File: config.mk
export PLATFORM = sky130hd
export DESIGN_NAME = gshare_btb_ongorucu_flat
export DESIGN_NICKNAME = d
export VERILOG_FILES = /design/src/rtl/gshare_btb_ongorucu_pkg.sv /design/src/rtl/gshare_btb_ongorucu_if.sv /design/src/rtl/gshare_btb_ongorucu_dallan_hedef_tamponu.sv /design/src/rtl/gshare_btb_ongorucu.sv /design/src/flat_wrapper.sv
export SDC_FILE = /design/constraint.sdc
export NUM_CORES = 1
export LEC_CHECK = 0
export ABC_AREA = 1
export CAP_MARGIN = 20
export CORE_MARGIN = 2
export CORE_UTILIZATION = 50
export CTS_CLUSTER_SIZE = 12
export DETAILED_ROUTE_END_ITERATION = 12
export PLACE_DENSITY = 0.69
export SLEW_MARGIN = 40
export SYNTH_ARGS = -nofsm -noshare
export SYNTH_HDL_FRONTEND = slang
export SYNTH_SLANG_ARGS = --single-unit
File: constraint.sdc
create_clock -name clk -period 16.63 [get_ports clk]
set_input_delay 3.326 -clock clk [delete_from_list [all_inputs] [get_ports clk]]
set_output_delay 3.326 -clock clk [all_outputs]
set_load 0.02 [all_outputs]
File: src/rtl/gshare_btb_ongorucu_pkg.sv
// ongorucu_pkg: shared definitions for the gshare branch predictor.
//   - RISC-V opcodes that the predictor recognises (conditional branch, JAL)
//   - 2-bit saturating counter encodings and the value counters are cleared to
//   - FSM state type (TEMIZLE clears the tables, HAZIR serves requests)
// Optional feature macro used by the design files: ONGORUCU_BTB_EN.
package ongorucu_pkg;

  localparam logic [6:0] OPC_DALLAN = 7'b1100011;
  localparam logic [6:0] OPC_JAL    = 7'b1101111;

  localparam logic [1:0] SAY_GUCLU_ALINMAZ = 2'b00;
  localparam logic [1:0] SAY_ZAYIF_ALINMAZ = 2'b01;
  localparam logic [1:0] SAY_ZAYIF_ALINIR  = 2'b10;
  localparam logic [1:0] SAY_GUCLU_ALINIR  = 2'b11;
  localparam logic [1:0] SAY_SIFIRLA       = SAY_ZAYIF_ALINMAZ;

  typedef enum logic {
    TEMIZLE = 1'b0,
    HAZIR   = 1'b1
  } durum_e;

endpackage

File: src/rtl/gshare_btb_ongorucu_if.sv
// gshare_btb_ongorucu_if: fetch, resolve and prediction signals of the predictor.
//   getir_*  : fetch request (PC, instruction word, valid)
//   yurut_*  : resolved branch (PC, instruction, actual target, outcome,
//              prediction carried down the pipe, valid)
//   sonuc_*  : registered prediction (taken, next PC, valid)
//   hazir    : tables initialised, requests accepted
// master = pipeline side driving requests, slave = predictor.
interface gshare_btb_ongorucu_if;

  logic [31:0] getir_ps;
  logic [31:0] getir_buyruk;
  logic        getir_gecerli;
  logic [31:0] yurut_ps;
  logic [31:0] yurut_buyruk;
  logic [31:0] yurut_dallan_ps;
  logic        yurut_dallan;
  logic        yurut_ongoru;
  logic        yurut_gecerli;
  logic        sonuc_dallan;
  logic [31:0] sonuc_dallan_ps;
  logic        sonuc_gecerli;
  logic        hazir;

  modport master (
    output getir_ps, getir_buyruk, getir_gecerli,
    output yurut_ps, yurut_buyruk, yurut_dallan_ps,
    output yurut_dallan, yurut_ongoru, yurut_gecerli,
    input  sonuc_dallan, sonuc_dallan_ps, sonuc_gecerli, hazir
  );

  modport slave (
    input  getir_ps, getir_buyruk, getir_gecerli,
    input  yurut_ps, yurut_buyruk, yurut_dallan_ps,
    input  yurut_dallan, yurut_ongoru, yurut_gecerli,
    output sonuc_dallan, sonuc_dallan_ps, sonuc_gecerli, hazir
  );

endinterface

File: src/rtl/gshare_btb_ongorucu_dallan_hedef_tamponu.sv
// dallan_hedef_tamponu: direct-mapped branch target buffer (built only when
// ONGORUCU_BTB_EN is defined).
//   clk_i          : clock
//   temizle_i      : clear valid bit at temizle_idx_i this cycle
//   oku_ps_i       : fetch PC looked up combinationally
//   isabet_o       : entry valid and tag matches
//   hedef_o        : stored target of the indexed entry
//   yaz_i          : write entry for yaz_ps_i with target yaz_hedef_i
// Reads see the contents before a same-cycle write.
module dallan_hedef_tamponu #(
  parameter int BTB_IDX_W = 4
) (
  input  logic                 clk_i,
  input  logic                 temizle_i,
  input  logic [BTB_IDX_W-1:0] temizle_idx_i,
  input  logic [31:0]          oku_ps_i,
  output logic                 isabet_o,
  output logic [31:0]          hedef_o,
  input  logic                 yaz_i,
  input  logic [31:0]          yaz_ps_i,
  input  logic [31:0]          yaz_hedef_i
);

  localparam int ETIKET_W = 30 - BTB_IDX_W;
  localparam int BTB_N    = 1 << BTB_IDX_W;

  logic                gecerli_q [BTB_N];
  logic [ETIKET_W-1:0] etiket_q  [BTB_N];
  logic [31:0]         hedef_q   [BTB_N];

  logic [BTB_IDX_W-1:0] oku_idx;
  logic [BTB_IDX_W-1:0] yaz_idx;
  logic                 unused_bits;

  assign oku_idx     = oku_ps_i[BTB_IDX_W+1:2];
  assign yaz_idx     = yaz_ps_i[BTB_IDX_W+1:2];
  assign isabet_o    = gecerli_q[oku_idx] && (etiket_q[oku_idx] == oku_ps_i[31:BTB_IDX_W+2]);
  assign hedef_o     = hedef_q[oku_idx];
  assign unused_bits = ^{oku_ps_i[1:0], yaz_ps_i[1:0]};

  always_ff @(posedge clk_i) begin
    if (temizle_i) begin
      gecerli_q[temizle_idx_i] <= 1'b0;
    end else if (yaz_i) begin
      gecerli_q[yaz_idx] <= 1'b1;
      etiket_q[yaz_idx]  <= yaz_ps_i[31:BTB_IDX_W+2];
      hedef_q[yaz_idx]   <= yaz_hedef_i;
    end
  end

endmodule

File: src/rtl/gshare_btb_ongorucu.sv
// gshare_btb_ongorucu: gshare conditional-branch predictor with registered
// prediction output.
//   clk  : single rising-edge clock
//   rst  : synchronous active-high reset; restarts table clearing
//   bus  : gshare_btb_ongorucu_if.slave (fetch, resolve, prediction, hazir)
// Option ONGORUCU_BTB_EN: targets come from a direct-mapped BTB
// (dallan_hedef_tamponu); otherwise they are decoded from the B/J immediate.
// GHR_W must not exceed PHT_IDX_W; with the BTB, BTB_IDX_W must not exceed
// PHT_IDX_W so the clearing sweep covers every BTB entry.
module gshare_btb_ongorucu
  import ongorucu_pkg::*;
#(
  parameter int GHR_W     = 8,
  parameter int PHT_IDX_W = 8,
  parameter int BTB_IDX_W = 4
) (
  input logic                  clk,
  input logic                  rst,
  gshare_btb_ongorucu_if.slave bus
);

  localparam int PHT_N = 1 << PHT_IDX_W;

  function automatic logic [1:0] doyurarak_say(input logic [1:0] s, input logic alindi);
    if (alindi) return (s == SAY_GUCLU_ALINIR) ? s : s + 2'd1;
    else        return (s == SAY_GUCLU_ALINMAZ) ? s : s - 2'd1;
  endfunction

  function automatic logic [GHR_W-1:0] ghr_kaydir(input logic [GHR_W-1:0] g, input logic b);
    logic [GHR_W:0] t;
    t = {g, b};
    return t[GHR_W-1:0];
  endfunction

  durum_e               durum_q, durum_d;
  logic [PHT_IDX_W-1:0] sayac_q, sayac_d;
  logic [GHR_W-1:0]     spek_ghr_q, spek_ghr_d;
  logic [GHR_W-1:0]     kesin_ghr_q, kesin_ghr_d;
  logic [1:0]           pht_q [PHT_N];

  logic                 hazir;
  logic                 getir_en, getir_kosullu, getir_jal;
  logic                 yurut_en, yurut_jal, yanlis_ongoru, btb_yaz;
  logic [PHT_IDX_W-1:0] getir_idx, yurut_idx;
  logic [31:0]          ardisik_ps, hedef_ps, sonraki_ps;
  logic                 hedef_bilinen, tahmin;

  logic                 vld_p1;
  logic                 dallan_p1;
  logic [31:0]          ps_p1;

  assign hazir         = (durum_q == HAZIR);
  assign getir_en      = bus.getir_gecerli & hazir;
  assign getir_kosullu = (bus.getir_buyruk[6:0] == OPC_DALLAN);
  assign getir_jal     = (bus.getir_buyruk[6:0] == OPC_JAL);
  assign yurut_jal     = (bus.yurut_buyruk[6:0] == OPC_JAL);
  assign yurut_en      = bus.yurut_gecerli & hazir & (bus.yurut_buyruk[6:0] == OPC_DALLAN);
  assign yanlis_ongoru = yurut_en & (bus.yurut_dallan != bus.yurut_ongoru);
  assign btb_yaz       = bus.yurut_gecerli & hazir & bus.yurut_dallan
                       & ((bus.yurut_buyruk[6:0] == OPC_DALLAN) | yurut_jal);
  assign getir_idx     = bus.getir_ps[PHT_IDX_W+1:2] ^ PHT_IDX_W'(spek_ghr_q);
  assign yurut_idx     = bus.yurut_ps[PHT_IDX_W+1:2] ^ PHT_IDX_W'(kesin_ghr_q);
  assign ardisik_ps    = bus.getir_ps + 32'd4;

`ifdef ONGORUCU_BTB_EN
  logic unused_bits;
  assign unused_bits = ^{bus.getir_buyruk[31:7], bus.yurut_buyruk[31:7]};

  dallan_hedef_tamponu #(
    .BTB_IDX_W (BTB_IDX_W)
  ) u_btb (
    .clk_i         (clk),
    .temizle_i     (durum_q == TEMIZLE),
    .temizle_idx_i (sayac_q[BTB_IDX_W-1:0]),
    .oku_ps_i      (bus.getir_ps),
    .isabet_o      (hedef_bilinen),
    .hedef_o       (hedef_ps),
    .yaz_i         (btb_yaz),
    .yaz_ps_i      (bus.yurut_ps),
    .yaz_hedef_i   (bus.yurut_dallan_ps)
  );
`else
  logic signed [31:0]   imm_b, imm_j;
  logic                 unused_bits;
  logic [BTB_IDX_W-1:0] unused_btb_w;

  assign imm_b = {{20{bus.getir_buyruk[31]}}, bus.getir_buyruk[7], bus.getir_buyruk[30:25],
                  bus.getir_buyruk[11:8], 1'b0};
  assign imm_j = {{12{bus.getir_buyruk[31]}}, bus.getir_buyruk[19:12], bus.getir_buyruk[20],
                  bus.getir_buyruk[30:21], 1'b0};
  assign hedef_ps      = bus.getir_ps + (getir_jal ? $unsigned(imm_j) : $unsigned(imm_b));
  assign hedef_bilinen = 1'b1;
  assign unused_bits   = ^{bus.yurut_ps, bus.yurut_buyruk[31:7], bus.yurut_dallan_ps, btb_yaz};
  assign unused_btb_w  = '0;
`endif

  always_comb begin
    tahmin = 1'b0;
    if (getir_kosullu)  tahmin = pht_q[getir_idx][1] & hedef_bilinen;
    else if (getir_jal) tahmin = hedef_bilinen;
  end

  assign sonraki_ps = tahmin ? hedef_ps : ardisik_ps;

  always_comb begin
    durum_d     = durum_q;
    sayac_d     = sayac_q;
    spek_ghr_d  = spek_ghr_q;
    kesin_ghr_d = kesin_ghr_q;
    case (durum_q)
      TEMIZLE: begin
        sayac_d = sayac_q + 1'b1;
        if (sayac_q == '1) durum_d = HAZIR;
      end
      HAZIR: begin
        if (getir_en & getir_kosullu) spek_ghr_d  = ghr_kaydir(spek_ghr_q, tahmin);
        if (yurut_en)                 kesin_ghr_d = ghr_kaydir(kesin_ghr_q, bus.yurut_dallan);
        // A mispredict rebuilds the speculative history from the committed one,
        // discarding whatever the fetch side shifted in this cycle.
        if (yanlis_ongoru)            spek_ghr_d  = ghr_kaydir(kesin_ghr_q, bus.yurut_dallan);
      end
      default: durum_d = TEMIZLE;
    endcase
  end

  // ---- stage p0 -> p1: registered prediction and predictor state ----
  always_ff @(posedge clk) begin
    if (rst) begin
      durum_q     <= TEMIZLE;
      sayac_q     <= '0;
      spek_ghr_q  <= '0;
      kesin_ghr_q <= '0;
      vld_p1      <= 1'b0;
      dallan_p1   <= 1'b0;
      ps_p1       <= '0;
    end else begin
      durum_q     <= durum_d;
      sayac_q     <= sayac_d;
      spek_ghr_q  <= spek_ghr_d;
      kesin_ghr_q <= kesin_ghr_d;
      vld_p1      <= getir_en;
      if (getir_en) begin
        dallan_p1 <= tahmin;
        ps_p1     <= sonraki_ps;
      end
    end
  end

  always_ff @(posedge clk) begin
    if (durum_q == TEMIZLE) begin
      pht_q[sayac_q] <= SAY_SIFIRLA;
    end else if (yurut_en) begin
      pht_q[yurut_idx] <= doyurarak_say(pht_q[yurut_idx], bus.yurut_dallan);
    end
  end

  assign bus.sonuc_gecerli   = vld_p1;
  assign bus.sonuc_dallan    = dallan_p1;
  assign bus.sonuc_dallan_ps = ps_p1;
  assign bus.hazir           = hazir;

endmodule

File: src/flat_wrapper.sv
// flat-port wrapper written by rule: the top's interface ports become plain ports
module gshare_btb_ongorucu_flat import ongorucu_pkg::*;
#(
  parameter int GHR_W     = 8,
  parameter int PHT_IDX_W = 8,
  parameter int BTB_IDX_W = 4
)
  (clk, rst, bus_getir_ps, bus_getir_buyruk, bus_getir_gecerli, bus_yurut_ps, bus_yurut_buyruk, bus_yurut_dallan_ps, bus_yurut_dallan, bus_yurut_ongoru, bus_yurut_gecerli, bus_sonuc_dallan, bus_sonuc_dallan_ps, bus_sonuc_gecerli, bus_hazir);
  gshare_btb_ongorucu_if bus_i ();
  input logic clk;
  input logic rst;
  input wire logic [$bits(bus_i.getir_ps)-1:0] bus_getir_ps;
  input wire logic [$bits(bus_i.getir_buyruk)-1:0] bus_getir_buyruk;
  input wire logic [$bits(bus_i.getir_gecerli)-1:0] bus_getir_gecerli;
  input wire logic [$bits(bus_i.yurut_ps)-1:0] bus_yurut_ps;
  input wire logic [$bits(bus_i.yurut_buyruk)-1:0] bus_yurut_buyruk;
  input wire logic [$bits(bus_i.yurut_dallan_ps)-1:0] bus_yurut_dallan_ps;
  input wire logic [$bits(bus_i.yurut_dallan)-1:0] bus_yurut_dallan;
  input wire logic [$bits(bus_i.yurut_ongoru)-1:0] bus_yurut_ongoru;
  input wire logic [$bits(bus_i.yurut_gecerli)-1:0] bus_yurut_gecerli;
  output wire logic [$bits(bus_i.sonuc_dallan)-1:0] bus_sonuc_dallan;
  output wire logic [$bits(bus_i.sonuc_dallan_ps)-1:0] bus_sonuc_dallan_ps;
  output wire logic [$bits(bus_i.sonuc_gecerli)-1:0] bus_sonuc_gecerli;
  output wire logic [$bits(bus_i.hazir)-1:0] bus_hazir;
  assign bus_i.getir_ps = bus_getir_ps;
  assign bus_i.getir_buyruk = bus_getir_buyruk;
  assign bus_i.getir_gecerli = bus_getir_gecerli;
  assign bus_i.yurut_ps = bus_yurut_ps;
  assign bus_i.yurut_buyruk = bus_yurut_buyruk;
  assign bus_i.yurut_dallan_ps = bus_yurut_dallan_ps;
  assign bus_i.yurut_dallan = bus_yurut_dallan;
  assign bus_i.yurut_ongoru = bus_yurut_ongoru;
  assign bus_i.yurut_gecerli = bus_yurut_gecerli;
  assign bus_sonuc_dallan = bus_i.sonuc_dallan;
  assign bus_sonuc_dallan_ps = bus_i.sonuc_dallan_ps;
  assign bus_sonuc_gecerli = bus_i.sonuc_gecerli;
  assign bus_hazir = bus_i.hazir;
  gshare_btb_ongorucu #(.GHR_W(GHR_W), .PHT_IDX_W(PHT_IDX_W), .BTB_IDX_W(BTB_IDX_W)) u_core (.clk(clk), .rst(rst), .bus(bus_i));
endmodule
# Yosys cells after proc, flatten, opt, wreduce, memory -nomap -nowiden
# Memories as Yosys holds them, arrays and structs flattened.
# Cells that the tools add are included.
[totals]
in_bits = 166
word_cells = 51
latch_bits = 0
romBits = 0
mem_bits_rw = 512
mem_count = 1
out_inout_bits = 35
register_bits = 59
[classes]
addsub = 5
n_eq_ne = 6
n_reduce_logical = 5
n_shift = 0
n_mux = 20
div = 0
n_mul = 0
bitwise = 7
n_lt_le_gt_ge = 0
[mem_list]
columns = ["memory", "depth", "width", "rd", "rd_clocked_by_memory_dff", "write_ports", "line_no", "source"]
rows = [
  ["u_core.pht_q", 256, 2, 2, 0, 1, "gshare_btb_ongorucu.sv:39", "logic [1:0] pht_q [PHT_N];"],
]
[ops]
columns = ["cell", "n"]
rows = [
  ["32-bit by 3-bit adder with 32-bit output, second input constant", 1],
  ["32-bit adder", 1],
  ["32-bit 2-to-1 mux", 1],
  ["8-bit 2-to-1 mux", 3],
  ["7-bit equality test, second input constant", 3],
  ["20-bit 2-to-1 mux", 1],
  ["8-bit bitwise XOR", 2],
  ["2-bit 2-to-1 mux", 6],
  ["1-bit 2-to-1 mux", 9],
  ["8-bit by 1-bit adder with 8-bit output, second input constant", 1],
  ["8-bit equality test, second input constant", 1],
  ["1-bit bitwise AND", 5],
  ["2-bit AND reduction", 2],
  ["2-bit by 1-bit adder with 2-bit output, second input constant", 1],
  ["2-bit equality test, second input constant", 1],
  ["2-bit logical NOT", 1],
  ["2-bit nonzero test", 1],
  ["2-bit OR reduction", 1],
  ["2-bit by 1-bit subtractor with 2-bit output, second input constant", 1],
  ["1-bit != test", 1],
]

# Logic depth before layout (Yosys ltp)
# An unclocked memory read counts as a cell.
[logic_depth]
ltp_word = 8
mapped_depth = 26
mapped_depth_nobuf = 24

# Worst setup path before layout
# OpenSTA, ideal clock, no wires.
[synth_timing]
path_kind = "input to register"
from = "input port bus_yurut_ps[3]"
to = "memory u_core.pht_q[0][0], data pin"
t_arrival_ns = 12.493
setup_ns = 1.731
path_buffers = 2
path_slack_ns = 2.407
stages = 13
required_ns = 14.899
path_cell_list = "xnor2_1 clkbuf_1 clkbuf_1 nand3_1 nand3_1 nand3_1 nand3_1 nand3_1 nand3_1 nand3_1 nand2_1 nand2_1 a31oi_1"
[synth_between]
elab_chain_cells = 8
word_cells_on_any_way = 12
classes_between = "add/sub: 2; eq/ne: 1; mux: 6; bitwise: 1; reduce/logical: 1; memory: 1"
[synth_rtl]
columns = ["item", "line_no", "source"]
rows = [
  ["start: declaration", "flat_wrapper.sv:15", "input wire logic [$bits(bus_i.yurut_ps)-1:0] bus_yurut_ps;"],
  ["8-bit bitwise XOR *", "gshare_btb_ongorucu.sv:62", "assign yurut_idx = bus.yurut_ps[PHT_IDX_W+1:2] ^ PHT_IDX_W'(kesin_ghr_q);"],
  ["memory 256 x 2 bit *", "n/a", ""],
  ["2-bit by 1-bit subtractor with 2-bit output (tied with other cells)", "gshare_btb_ongorucu.sv:26", "else return (s == SAY_GUCLU_ALINMAZ) ? s : s - 2'd1;"],
  ["2-bit 2-to-1 mux, on equally long branches", "gshare_btb_ongorucu.sv:26, gshare_btb_ongorucu.sv:25", ""],
  ["2-bit 2-to-1 mux *", "gshare_btb_ongorucu.sv:25", "if (alindi) return (s == SAY_GUCLU_ALINIR) ? s : s + 2'd1;"],
  ["2-bit 2-to-1 mux *", "gshare_btb_ongorucu.sv:152", "end else if (yurut_en) begin"],
  ["2-bit 2-to-1 mux *", "gshare_btb_ongorucu.sv:150", "if (durum_q == TEMIZLE) begin"],
  ["2-bit 2-to-1 mux (no source line) *", "n/a", ""],
  ["end: declaration", "gshare_btb_ongorucu.sv:39", ""],
]
# Every way passes the cells marked *; elsewhere a longest branch is shown, timed or not. The select of a mux whose other input is x is not followed.

# Final worst setup path
[layout_timing]
from = "input port bus_yurut_ps[3]"
to = "memory u_core.pht_q[248][0], data pin"
# Same word-level chain as after synthesis.

==> out/metrics.yaml <==
setup_tns_ps: 0
syn_inst: 3408
timing.final.hold_violations: 0
yosys_register_bits: 571
setup-violations-final: 0
r2r-end: "u_core.pht_q[248][0]$_DFFE_PP_"
drt-wirelength-per-cell_um: 22.1
critPathRequiredTime_ps: 16960
synth_area_leaders: "edfxtp_1 (52%), nand3_1 (14%), nand2_1 (13%)"
ctsLongestPathBuffers: 3
end_kind: "register"
crit_slowest_cell: "buf_4"
via_per_inst: 6.03
die_area_um2: 60700
fin_crit_sh: 0.483
setup_ws_ps: 8600
path_delay_family: "buffers and inverters"
worstRegToRegCells: 16
pre_cts_ws_ps: 7820
synth_fp_nets: 3610
diodes: 0
maxSlewHeadroom: 0.389
finClkSkew_ps: 30.3
slowest_delay_ps: 790
drtPass1Iterations: 8
synth-edff-count: 512
cpMostUsedCell: "nand3_1"
dp.final_hpwl_um: 53900
crit_type: "in -> reg"
clkSinkCount: 571
cts_root_buf: "clkbuf_16"
cp_data_arrival_time_ps: 8360
cts_setup_buffers: 0
synth_ff_type: "edfxtp_1"
antenna_found_initial: 1
hold_slack_ps: 467
die_h_um: 246
insertion_delay_ps: 650
min_from: "u_core.bus.sonuc_dallan_ps[31]$_SDFFE_PP0P_"
numCtsBuffers: 59
finish.utilization: 0.574
htree_levels: 2
nets: 3627
yosys_warnings: 0
status: "completed"
syn_area_um2: 29400
rsz0062_at_grt: "false"
cts_tree: "done"
ant_nets: 0
avgSynthCellArea_um2: 8.62
cts_resized: 0
dr_total_vias: 25500
hold_path_class: "reg -> reg"
power_density_nw_per_um2: 95.1
clk_pin_slew_ps: 60
drive_gt1_frac: 0.0450
grt_max_degree: 145
first_iter_violations: 2994
synth_cell_types: 43
route.detailed.drc: 0
ff2ff_setup_slack_ps: 11310
synth_top_cell_area_share: 0.523
cp_max_fo: 92
cellLeakagePower_nw: 12.7
routed_wl_um: 93500
place_congestion: 0.938
max_cap_violations: 0
die_w_um: 246
synth_area_leader_cell: "edfxtp_1"
io_pins: 201
peakVddDrop_v: 0.0000885
fmax_mhz: 125
report.final.slew_viol_count: 0
r2r-start: "u_core.kesin_ghr_q[1]$_SDFFE_PP0P_"
rows: 88
cts_hold_buffers: 0
min_period_ps: 8030
synth-seq-area-share: 0.564
core_area_um2: 57900
portBuffers: 119
grt_pass1_wl_um: 140000
start_kind: "input pin"
grt_pass1_vias: 24500
grt.overflow.total: 0
hold_depth: 2
synthArstFlopShare: 0
track_usage: 0.304
worstMarginPinSlew_ps: 917
holdPathEnd: "u_core.bus.sonuc_dallan_ps[31]$_SDFFE_PP0P_"
path_buf_inv: 6
initial_utilization: 0.507
area_growth_pct: 13.2
path_cells: "clkdlybuf4s50_1, xnor2_2, buf_4, inv_6, buf_4, nand3_1, nand3_1, nand3_1, nand3_1, nand3_1, nand3_1, nand3_1, nand2_1, nand2_1, a31oi_4, buf_4, buf_6"
[flip-flops by register name (all words and copies together) (netlist names)]
name                        count
u_core.spek_ghr_q               8
u_core.kesin_ghr_q              8
u_core.pht_q                  512
u_core.sayac_q                  8
u_core.bus.sonuc_gecerli        1
u_core.bus.sonuc_dallan         1
u_core.bus.hazir                1
u_core.bus.sonuc_dallan_ps     32
[area by class of cell]
type / count / area, µm²
fill: 5121 / 24700
sequential: 571 / 16600
multi-input combinational: 2505 / 11700
timing repair buffer: 163 / 1630
clock buffer: 82 / 1650
tap: 765 / 957
inverter: 125 / 478
clock inverter: 21 / 236
[worst reg2reg max path, delay by kind of cell (launching register included)]
kind                      cells  cell delay (ps)
and+or+nand+nor               9             1350
xor gates and xnor gates      1              100
DFF                           1              450
AOI/OAI and AO/OA             1              200
buffers and inverters         5             2830
[where the power goes]
group	switching, W	internal, W	total (W)
Clock	0.000551	0.000761	0.00131
Combinational	0.000212	0.0000953	0.000307
Sequential	0.00000102	0.00154	0.00154
Total	0.000764	0.00240	0.00316
[placed cells by master, fill, tap and decap left out, drive strengths merged, types with 3 or more instances in the layout]
cell type and instances:
nand2 1008, nand3 850, edfxtp 512, nor2 357, inv 124, clkdlybuf4s50 119, clkbuf 82, a21oi 63
dfxtp 59, o21ai 48, buf 44, xor2 39, ha 35, xnor2 31, nor3 21, clkinv 17
nand4 10, mux2 5, bufinv 5, a311oi 4, a21o 4, a31oi 4, o31ai 3, o21bai 3
a21boi 3
[worst max path at each step]
stage / to / from / slack [ps] / depth (start not counted)
floorplan: u_core.pht_q[0][0]$_DFFE_PP_ / bus_yurut_ps[3] / 2410 / 13
global placement: u_core.pht_q[238][0]$_DFFE_PP_ / bus_yurut_ps[2] / 7820 / 17
detailed placement: u_core.pht_q[126][0]$_DFFE_PP_ / bus_yurut_ps[3] / 7820 / 17
CTS: u_core.pht_q[251][0]$_DFFE_PP_ / bus_yurut_ps[3] / 8480 / 17
global route: u_core.pht_q[252][0]$_DFFE_PP_ / bus_yurut_ps[3] / 8340 / 17
finish: u_core.pht_q[248][0]$_DFFE_PP_ / bus_yurut_ps[3] / 8600 / 17
[cells by family (layout without fill, tap and decap cells)]
logic type               after synthesis  in the layout  synth area share
multiplexers                           5              5           0.00192
flip-flops                           571            571             0.564
AO/OA/AOI/OAI                        141            141            0.0268
AND/OR/NAND/NOR                     2252           2252             0.327
buffers and inverters                332            391            0.0436
XOR/XNOR                              70             70            0.0214
adder cells (fa/ha/maj)               37             37            0.0159
[metal layers]
layer  part of all wire  global-route usage  up-vias
li1                   -                   -    11700
met1               0.37               0.392    12000
met2               0.47               0.487     1464
met3               0.11              0.0540      340
met4              0.057               0.170        2
met5            0.00014             0.00245        -
[cell usage after synthesis (20+ instances only)]
cell / number
a21oi_1: 63
buf_2: 21
clkbuf_1: 167
dfxtp_1: 59
edfxtp_1: 512
ha_1: 35
inv_1: 123
nand2_1: 1004
nand3_1: 850
nor2_1: 357
nor3_1: 20
o21ai_0: 47
xnor2_1: 30
xor2_1: 38
[stage by stage]
step	cell area (µm²)	std cells	power (W)
4_1_cts	33200	4232	0.00316
5_1_grt	33200	4232	0.00325
3_5_place_dp	31400	4129	0.00187
3_3_place_gp	31200	4126	0.00186
2_1_floorplan	29400	3408	0.00175
6_report	33200	4232	0.00316
No activity file was read; power rests on OpenSTA's default activity.
